--- config.mk ---
export PLATFORM = sky130hd
export DESIGN_NAME = lsu_mem_ctrl
export DESIGN_NICKNAME = d
export VERILOG_FILES = /design/src/rtl/lsu_mem_ctrl.sv
export SDC_FILE = /design/constraint.sdc
export NUM_CORES = 1
export LEC_CHECK = 0
export CORE_MARGIN = 5
export CORE_UTILIZATION = 25
export DETAILED_ROUTE_END_ITERATION = 8
export SYNTH_ARGS = -nofsm -noshare
export SYNTH_HDL_FRONTEND = slang
export SYNTH_SLANG_ARGS = --single-unit
--- constraint.sdc ---
create_clock -name clk -period 4.4 [get_ports clk]
set_input_delay 0.44 -clock clk [delete_from_list [all_inputs] [get_ports clk]]
set_output_delay 0.44 -clock clk [all_outputs]
set_load 0.005 [all_outputs]
--- src/rtl/lsu_mem_ctrl.sv ---
`timescale 1ns/1ps
`default_nettype none
// +------------------------------------------------------------------+
// | Module : lsu_mem_ctrl                                            |
// | Desc   : Load/store sequencer between execute stage and memory   |
// | Rev    : 1.0                                                     |
// +------------------------------------------------------------------+
module lsu_mem_ctrl #(
    parameter int TIMEOUT_CYC = 256,
    parameter int CNT_W       = 9
) (
    input  logic        clk,
    input  logic        rst_n,
    input  logic        req_valid,
    output logic        req_ready,
    input  logic        req_store,
    input  logic [2:0]  req_funct3,
    input  logic [31:0] req_addr,
    input  logic [31:0] req_wdata,
    input  logic [4:0]  req_rd,
    output logic        mem_req,
    output logic        mem_we,
    output logic [31:0] mem_addr,
    output logic [31:0] mem_wdata,
    output logic [3:0]  mem_wstrb,
    input  logic        mem_gnt,
    input  logic        mem_rvalid,
    input  logic [31:0] mem_rdata,
    output logic        rsp_valid,
    input  logic        rsp_ready,
    output logic [31:0] rsp_data,
    output logic [4:0]  rsp_rd,
    output logic [1:0]  rsp_err
);

    localparam logic [1:0] c_st_idle  = 2'd0;
    localparam logic [1:0] c_st_issue = 2'd1;
    localparam logic [1:0] c_st_wait  = 2'd2;
    localparam logic [1:0] c_st_resp  = 2'd3;

    localparam logic [1:0] c_err_ok  = 2'b00;
    localparam logic [1:0] c_err_mis = 2'b01;
    localparam logic [1:0] c_err_ill = 2'b10;
    localparam logic [1:0] c_err_tmo = 2'b11;

    localparam logic [CNT_W-1:0] c_cnt_last = CNT_W'(TIMEOUT_CYC - 1);

    logic [1:0]       r_state;
    logic [1:0]       w_next_state;
    logic [CNT_W-1:0] r_cnt;
    logic [2:0]       r_funct3;
    logic [1:0]       r_lane;
    logic             r_store;
    logic [4:0]       r_rd;

    logic             w_accept;
    logic             w_active;
    logic             w_done;
    logic             w_tmo;
    logic             w_illegal;
    logic             w_misal;
    logic [1:0]       w_req_err;
    logic [31:0]      w_st_wdata;
    logic [3:0]       w_st_wstrb;
    logic [7:0]       w_byte;
    logic [15:0]      w_half;
    logic [31:0]      w_ld_data;

    assign req_ready = (r_state == c_st_idle);
    assign w_accept  = req_valid && req_ready;
    assign w_active  = (r_state == c_st_issue) || (r_state == c_st_wait);
    // A grant and completion in the same ISSUE cycle skips WAIT entirely.
    assign w_done    = mem_rvalid && (((r_state == c_st_issue) && mem_gnt) || (r_state == c_st_wait));
    assign w_tmo     = w_active && !w_done && (r_cnt == c_cnt_last);

    always_comb begin
        w_illegal = req_store ? (req_funct3[2] || (req_funct3[1:0] == 2'b11))
                              : ((req_funct3[1:0] == 2'b11) || (req_funct3 == 3'b110));
        w_misal   = ((req_funct3[1:0] == 2'b01) && req_addr[0]) ||
                    ((req_funct3[1:0] == 2'b10) && (req_addr[1:0] != 2'b00));
        w_req_err = c_err_ok;
        if (w_illegal) begin
            w_req_err = c_err_ill;
        end else if (w_misal) begin
            w_req_err = c_err_mis;
        end

        w_st_wdata = 32'd0;
        w_st_wstrb = 4'b0000;
        if (req_store) begin
            case (req_funct3[1:0])
                2'b00: begin
                    w_st_wdata = {4{req_wdata[7:0]}};
                    w_st_wstrb = 4'b0001 << req_addr[1:0];
                end
                2'b01: begin
                    w_st_wdata = {2{req_wdata[15:0]}};
                    w_st_wstrb = req_addr[1] ? 4'b1100 : 4'b0011;
                end
                default: begin
                    w_st_wdata = req_wdata;
                    w_st_wstrb = 4'b1111;
                end
            endcase
        end
    end

    always_comb begin
        w_byte = mem_rdata[{r_lane, 3'b000} +: 8];
        w_half = mem_rdata[{r_lane[1], 4'b0000} +: 16];
        case (r_funct3)
            3'b000:  w_ld_data = {{24{w_byte[7]}}, w_byte};
            3'b001:  w_ld_data = {{16{w_half[15]}}, w_half};
            3'b100:  w_ld_data = {24'd0, w_byte};
            3'b101:  w_ld_data = {16'd0, w_half};
            default: w_ld_data = mem_rdata;
        endcase
    end

    always_ff @(posedge clk or negedge rst_n) begin
        if (!rst_n) begin
            r_state <= c_st_idle;
        end else begin
            r_state <= w_next_state;
        end
    end

    always_comb begin
        w_next_state = r_state;
        case (r_state)
            c_st_idle: begin
                if (w_accept) begin
                    w_next_state = (w_req_err != c_err_ok) ? c_st_resp : c_st_issue;
                end
            end
            c_st_issue: begin
                if (w_done || w_tmo) begin
                    w_next_state = c_st_resp;
                end else if (mem_gnt) begin
                    w_next_state = c_st_wait;
                end
            end
            c_st_wait: begin
                if (w_done || w_tmo) begin
                    w_next_state = c_st_resp;
                end
            end
            c_st_resp: begin
                if (rsp_ready) begin
                    w_next_state = c_st_idle;
                end
            end
            default: w_next_state = c_st_idle;
        endcase
    end

    always_ff @(posedge clk or negedge rst_n) begin
        if (!rst_n) begin
            r_cnt     <= '0;
            r_funct3  <= 3'd0;
            r_lane    <= 2'd0;
            r_store   <= 1'b0;
            r_rd      <= 5'd0;
            mem_req   <= 1'b0;
            mem_we    <= 1'b0;
            mem_addr  <= 32'd0;
            mem_wdata <= 32'd0;
            mem_wstrb <= 4'd0;
            rsp_valid <= 1'b0;
            rsp_data  <= 32'd0;
            rsp_rd    <= 5'd0;
            rsp_err   <= 2'd0;
        end else begin
            case (r_state)
                c_st_idle: begin
                    if (w_accept) begin
                        r_cnt    <= '0;
                        r_funct3 <= req_funct3;
                        r_lane   <= req_addr[1:0];
                        r_store  <= req_store;
                        r_rd     <= req_rd;
                        if (w_req_err != c_err_ok) begin
                            // Rejected requests never reach the memory port.
                            rsp_valid <= 1'b1;
                            rsp_data  <= 32'd0;
                            rsp_rd    <= req_rd;
                            rsp_err   <= w_req_err;
                        end else begin
                            mem_req   <= 1'b1;
                            mem_we    <= req_store;
                            mem_addr  <= {req_addr[31:2], 2'b00};
                            mem_wdata <= w_st_wdata;
                            mem_wstrb <= w_st_wstrb;
                        end
                    end
                end
                c_st_issue, c_st_wait: begin
                    if ((r_state == c_st_issue) && mem_gnt) begin
                        mem_req <= 1'b0;
                    end
                    if (w_done) begin
                        rsp_valid <= 1'b1;
                        rsp_data  <= r_store ? 32'd0 : w_ld_data;
                        rsp_rd    <= r_rd;
                        rsp_err   <= c_err_ok;
                    end else if (w_tmo) begin
                        mem_req   <= 1'b0;
                        rsp_valid <= 1'b1;
                        rsp_data  <= 32'd0;
                        rsp_rd    <= r_rd;
                        rsp_err   <= c_err_tmo;
                    end else begin
                        r_cnt <= r_cnt + 1'b1;
                    end
                end
                c_st_resp: begin
                    if (rsp_ready) begin
                        rsp_valid <= 1'b0;
                    end
                end
                default: ;
            endcase
        end
    end

endmodule
`default_nettype wire

After elaboration in Yosys (flattened, before gate mapping). Index checks and enable logic that the tools add are counted. Widths: inputs -> output; s select.

Register bits after elaboration: 130. Input bits: 111. Output and inout port bits: 111. Word-level logic and storage cells: 116.

$add $sub $neg: 1. Equality and inequality tests: 20. Shift-type cells: 3. Mux-type cells: 48. Bitwise gates (word level): 1. Reduce and logical (&&, ||, !) cells: 28.

Operators by type and width (count): $mux 32 (6); $pmux 32 s2 (2); $pmux 32 s4 (1); $shiftx 32x6->16 (1); $shiftx 32x6->8 (1); $mux 9 (3); $mux 2 (11); $mux 5 (4); $pmux 9 s2 (1); $reduce_and 4->1 (4); $mux 1 (12); $pmux 5 s2 (1); $add 9x1->9 const B (1); $eq 3x3->1 const B (3); $eq 9x8->1 const B (1); $eq 2x2->1 const B (4); $mux 4 (2); $ne 2x2->1 const B (4); $pmux 2 s4 (1); $pmux 4 s2 (1); $logic_and 1x1->1 (7); $logic_or 1x1->1 (6); $ne 2x1->1 const B (3); $reduce_and 3->1 (2); other kinds (15) (19).

Logic depth before layout (Yosys ltp).
Depth in word-level cells: 10. Mapped depth: 11. Mapped depth without buffers: 8.

Least setup slack after synthesis. OpenSTA, ideal clock, no wires.

Path kind: flip-flop to flip-flop. From: register r_cnt[0]. To: register rsp_err[1]. Setup time: 0.125 ns. Data arrival time: 2.131 ns. Data required time: 4.275 ns. Setup slack: 2.145 ns. Stages on the path, launching flop included: 11. Buffers on the path: 2. Period minus slack after synthesis: 2.255 ns. Path through: dfrtp_1 -> ha_1 -> nand2_1 -> nor3_1 -> ha_1 -> or2_1 -> clkbuf_1 -> a21o_1 -> nand3_1 -> buf_4 -> mux2_2.

Cells in the longest elaborated chain, start to end: 4.

Ends and longest elaborated chain: from (decl) (line 50) `logic [CNT_W-1:0] r_cnt;`; from (signal assigned) (line 213) `r_cnt <= r_cnt + 1'b1;`; $eq 9x8->1 (line 74) `assign w_tmo = w_active && !w_done && (r_cnt == c_cnt_last);`; $logic_and 1x1->1 (line 74); $ne 3x3->1 (no line); $reduce_and 4->1 (no line); to (signal assigned) (line 187) `rsp_err <= w_req_err;`; to (signal assigned) (line 205) `rsp_err <= c_err_ok;`; to (signal assigned) (line 211) `rsp_err <= c_err_tmo;`; to (decl) (line 33) `output logic [1:0] rsp_err`.

No other way between the ends. A chain may end at the register's enable or synchronous reset.

Worst setup path in the final report.
From: register r_state[0]. To: register mem_req.

Cells in the longest elaborated chain, start to end: 10. Elaborated cells on any way between the ends: 20. Classes of those cells: 4 x eq/ne; 4 x mux; 12 x reduce/logical.

Ends and longest elaborated chain: from (decl) (line 48) `logic [1:0] r_state;`; from (signal assigned) (line 122) `r_state <= c_st_idle;`; from (signal assigned) (line 124) `r_state <= w_next_state;`; $eq 2x1->1; $logic_and 1x1->1 (line 73, 198); $logic_or 1x1->1 (line 73) `assign w_done = mem_rvalid && (((r_state == c_st_issue) && mem_gnt) || (r_state == c_st_wait));`; $logic_and 1x1->1 (line 73); $logic_not 1->1 (line 74); $logic_and 1x1->1 (2 in series) (line 74); $mux 1 (line 206) `end else if (w_tmo) begin`; $mux 1 (line 201) `if (w_done) begin`; $pmux 1 s2 (line 174) `case (r_state)`; to (signal assigned) (line 189) `mem_req <= 1'b1;`; to (signal assigned) (line 199) `mem_req <= 1'b0;`; to (signal assigned) (line 207) `mem_req <= 1'b0;`; to (decl) (line 21) `output logic mem_req,`.

Several ways; a longest one is shown, not always the timed one.

==> reports/qor.csv <==
stage,metric,value,unit
run_status,status,"complete, no violations",
worst_setup_path,crit start category,flop,
clocking,clock sinks,130,
cells_and_area,Area Growth Syn to Fin,47.7,%
sta,period utilization,0.663,
synthesis,Main synth FF type,dfrtp_1,
synthesis,register area share after synthesis,0.508,
floorplanning,core box area,25200,um2
sta,RSZ-0062 raised after global routing,no,
place,post-place instance area,8850,um2
sta,final setup violating endpoints,0,
power,total power,6.42,mW
worst_setup_path,CP arrival,3.21,ns
detailed_routing,WL final,20200,um
clocking,"Setup Fix Bufs, Post-CTS",0,
clocking,htree depth,4,
power,pwr dens,679,nW/um2
detailed_routing,Initial DRC Count,284,
synthesis,yosys warns,0,
synthesis,Synth area leader,dfrtp_1,
sta,Max Freq,0.343,GHz
job,Max-Cap Viols,0,
synthesis,complex-gate fraction of the synthesized area,0.195,
power,Peak VDD IR,0.266,mV
floorplanning,Ports,222,
synthesis,xor/xnor share of the synthesized area,0.00137,
clocking,clock buffer depth,2,
clocking,clock tree from TritonCTS,yes,
global_routing,first-pass GRT wire length,31900,um
synthesis,mux cell area share after synthesis,0.144,
synthesis,Synth Area in Simple Gates,0.0963,
sta,Worst Tran Pin Value,1.05,ns
worst_setup_path,worst r2r dst,mem_req$_DFFE_PN0P_,
sta,setup_tns,0,ns
synthesis,leading post-synthesis cells by cell area,"dfrtp_1 51%, mux2_2 9.1%, mux2i_1 4.7%, o2bb2ai_1 3.3%, nand2_1 2.8%",
detailed_routing,Initial DRT Pass Iterations,4,
synthesis,"FFs w/ async S/R, synth",1.00,
clocking,Clock transition at path regs,0.06,ns
worst_setup_path,R2R Setup Slk,1.48,ns
worst_setup_path,critical path class,flop to flop,
synthesis,Commonest cells post-synth,"130 x dfrtp_1, 52 x mux2_2, 48 x nand2_1, 33 x a21oi_1, 30 x mux2i_1",
global_routing,initial antenna violation count,1,
detailed_routing,via count,5215,
floorplanning,Die X,170,um
sta,Slew headroom,0.298,
synthesis,Avg Inst Size Synth,11.4,um2
global_routing,vias in the first global route,5556,
clocking,CTS root buf,clkbuf_16,
synthesis,Syn Std Cell Area,6400,um2
detailed_routing,routed vias/inst,4.69,
synthesis,Mapped Cells,563,
synthesis,Synth top area share,0.508,
sta,setup skew after layout,0.0112,ns
cells_and_area,layout cell share with drive strength beyond 1,0.158,
global_routing,GR Overflow Total,0,
cells_and_area,Antenna Cells,0,
place,dpl hpwl,14500,um
sta,min setup slack post-route,1.48,ns
cells_and_area,"Non-Filler Cell Area, Final",9460,um2
worst_setup_path,CP max FO,31,
place,I/O Buffers,219,
global_routing,largest net degree at the start of global routing,104,
detailed_routing,wire per inst,18.2,um
worst_setup_path,R2R cell count,6,
sta,"Min Clock Period, post-route",2.92,ns
clocking,total CTS buffers,17,
synthesis,adder-cell area share of the yosys netlist,0.0117,
worst_setup_path,CP endpoint kind,flop,
clocking,Worst-Skew Late Latency,0.42,ns
worst_hold_path,worst min-delay path category,primary input to async pin,
synthesis,largest family of logic cells by synthesized area,compound AO/OA/AOI/OAI gates,
synthesis,register bit count reported by yosys,130,
clocking,hold_buf cts,0,
clocking,post-CTS resize count,0,
sta,Max Slew Vio Count,0,
synthesis,number of synthesized flops with an enable pin,0,
detailed_routing,drt drc,0,
floorplanning,Initial Util,0.254,
floorplanning,Rows,58,
synthesis,"Distinct cells, synth",59,
global_routing,GRT Total Usage,0.140,
floorplanning,Die ar.,28900,um2
worst_setup_path,"Data required, critical path",4.69,ns
worst_setup_path,FF-to-FF Start,r_state[0]$_DFFE_PN0P_,
detailed_routing,post-route ant nets,0,
floorplanning,chip height,170,um
cells_and_area,final net count,887,
synthesis,cell with the most instances after synthesis,dfrtp_1,
place,post-place setup slack,1.43,ns
sta,final hold viol count,0,
power,leakage,4.02,nW
place,GPL Wtd Cong,0.807,
==> cell type report <==
class                           count  area (um2)
Clock inverter                     14         166
Sequential cell                   130        3250
Tap cell                          330         413
Inverter                           11        41.3
Multi-Input combinational cell    382        2890
Clock buffer                       18         439
Timing Repair Buffer              228        2260
Fill cell                        2507       15700
==> worst max-delay path by stage <==
stage / startpoint / end / slack [ns]
3_5_place_dp: req_addr[0] / mem_addr[7]$_DFFE_PN0P_ / 1.43
5_1_grt: r_state[1]$_DFFE_PN0P_ / mem_req$_DFFE_PN0P_ / 1.19
4_1_cts: r_state[0]$_DFFE_PN0P_ / mem_req$_DFFE_PN0P_ / 1.44
3_3_place_gp: req_addr[0] / mem_addr[30]$_DFFE_PN0P_ / 1.44
2_1_floorplan: r_cnt[0]$_DFFE_PN0P_ / rsp_err[1]$_DFFE_PN0P_ / 2.14
6_report: r_state[0]$_DFFE_PN0P_ / mem_req$_DFFE_PN0P_ / 1.48
==> through the flow <==
step	utilization	hold WS, ns	std cells
6_report	0.376	0.174	1113
5_1_grt	0.376	0.266	1113
4_1_cts	0.376	0.212	1113
3_5_place_dp	0.352	0.457	1081
3_3_place_gp	0.352	0.454	1081
2_1_floorplan	-	0.144	564
==> cells in the final DEF, fill, tap and decap left out, types with 2 or more instances in the layout <==
cell             count
a211o_1              2
a211oi_1             9
a21boi_0             2
a21o_1              10
a21oi_1             33
a221oi_1             8
a22o_1               9
a31oi_1              4
a32o_1               9
a32oi_1              2
and2b_1              3
and3_1               5
buf_4                9
bufinv_16            2
clkbuf_16           17
clkdlybuf4s50_1    218
clkinvlp_4           3
conb_1               2
dfrtp_1            130
ha_1                 6
inv_1               10
inv_6                6
inv_8                2
mux2_2              52
mux2i_1             30
nand2_1             48
nand2b_1             4
nand3_1              6
nand4_1              2
nor2_1              17
nor2b_1              8
nor3_1               9
o21ai_0             28
o21ai_2             10
o21bai_1             8
o2bb2ai_1           24
or2_1                2
or2_2                9
==> routing by layer <==
layer / global-route usage / vias up / wire, um / share of wire
met5: 0 / - / 11 / 0.00054
met4: 0.0389 / 2 / 208 / 0.010
met3: 0.0560 / 13 / 1990 / 0.098
met2: 0.212 / 217 / 8820 / 0.44
met1: 0.187 / 2503 / 9190 / 0.45
li1: - / 2480 / - / -
==> sequential cells by signal (all words and copies together) (netlist names), 2 cells and up <==
| register | flops |
|---|---|
| r_state | 2 |
| mem_wstrb | 4 |
| rsp_err | 2 |
| r_lane | 2 |
| rsp_data | 32 |
| mem_wdata | 32 |
| rsp_rd | 5 |
| r_rd | 5 |
| r_cnt | 9 |
| mem_addr | 30 |
| r_funct3 | 3 |
==> kinds of logic (layout without fill, tap and decap cells) <==
| family | Yosys count | count (layout) |
|---|---|---|
| AO/OA/AOI/OAI | 168 | 168 |
| flip-flops | 130 | 130 |
| multiplexers | 84 | 84 |
| adder cells (fa/ha/maj) | 6 | 6 |
| buffers and inverters | 52 | 271 |
| XOR/XNOR | 1 | 1 |
| AND/OR/NAND/NOR | 121 | 121 |
| other | 1 | 2 |
==> critical path, cell delays in order (launching register included) <==
cell      delay (ns)
dfrtp_1         0.42
inv_1           0.12
ha_1            0.47
nand2_1         0.56
o21bai_4        0.58
and3_1          0.30
or3_1           0.35
==> where the power goes <==
group          internal [mW]  switching [mW]
Sequential              1.73           0.354
Clock                  0.870           0.602
Combinational           1.61            1.25
Total                   4.21            2.21
Note: power is estimated with default switching activity, not from simulation.
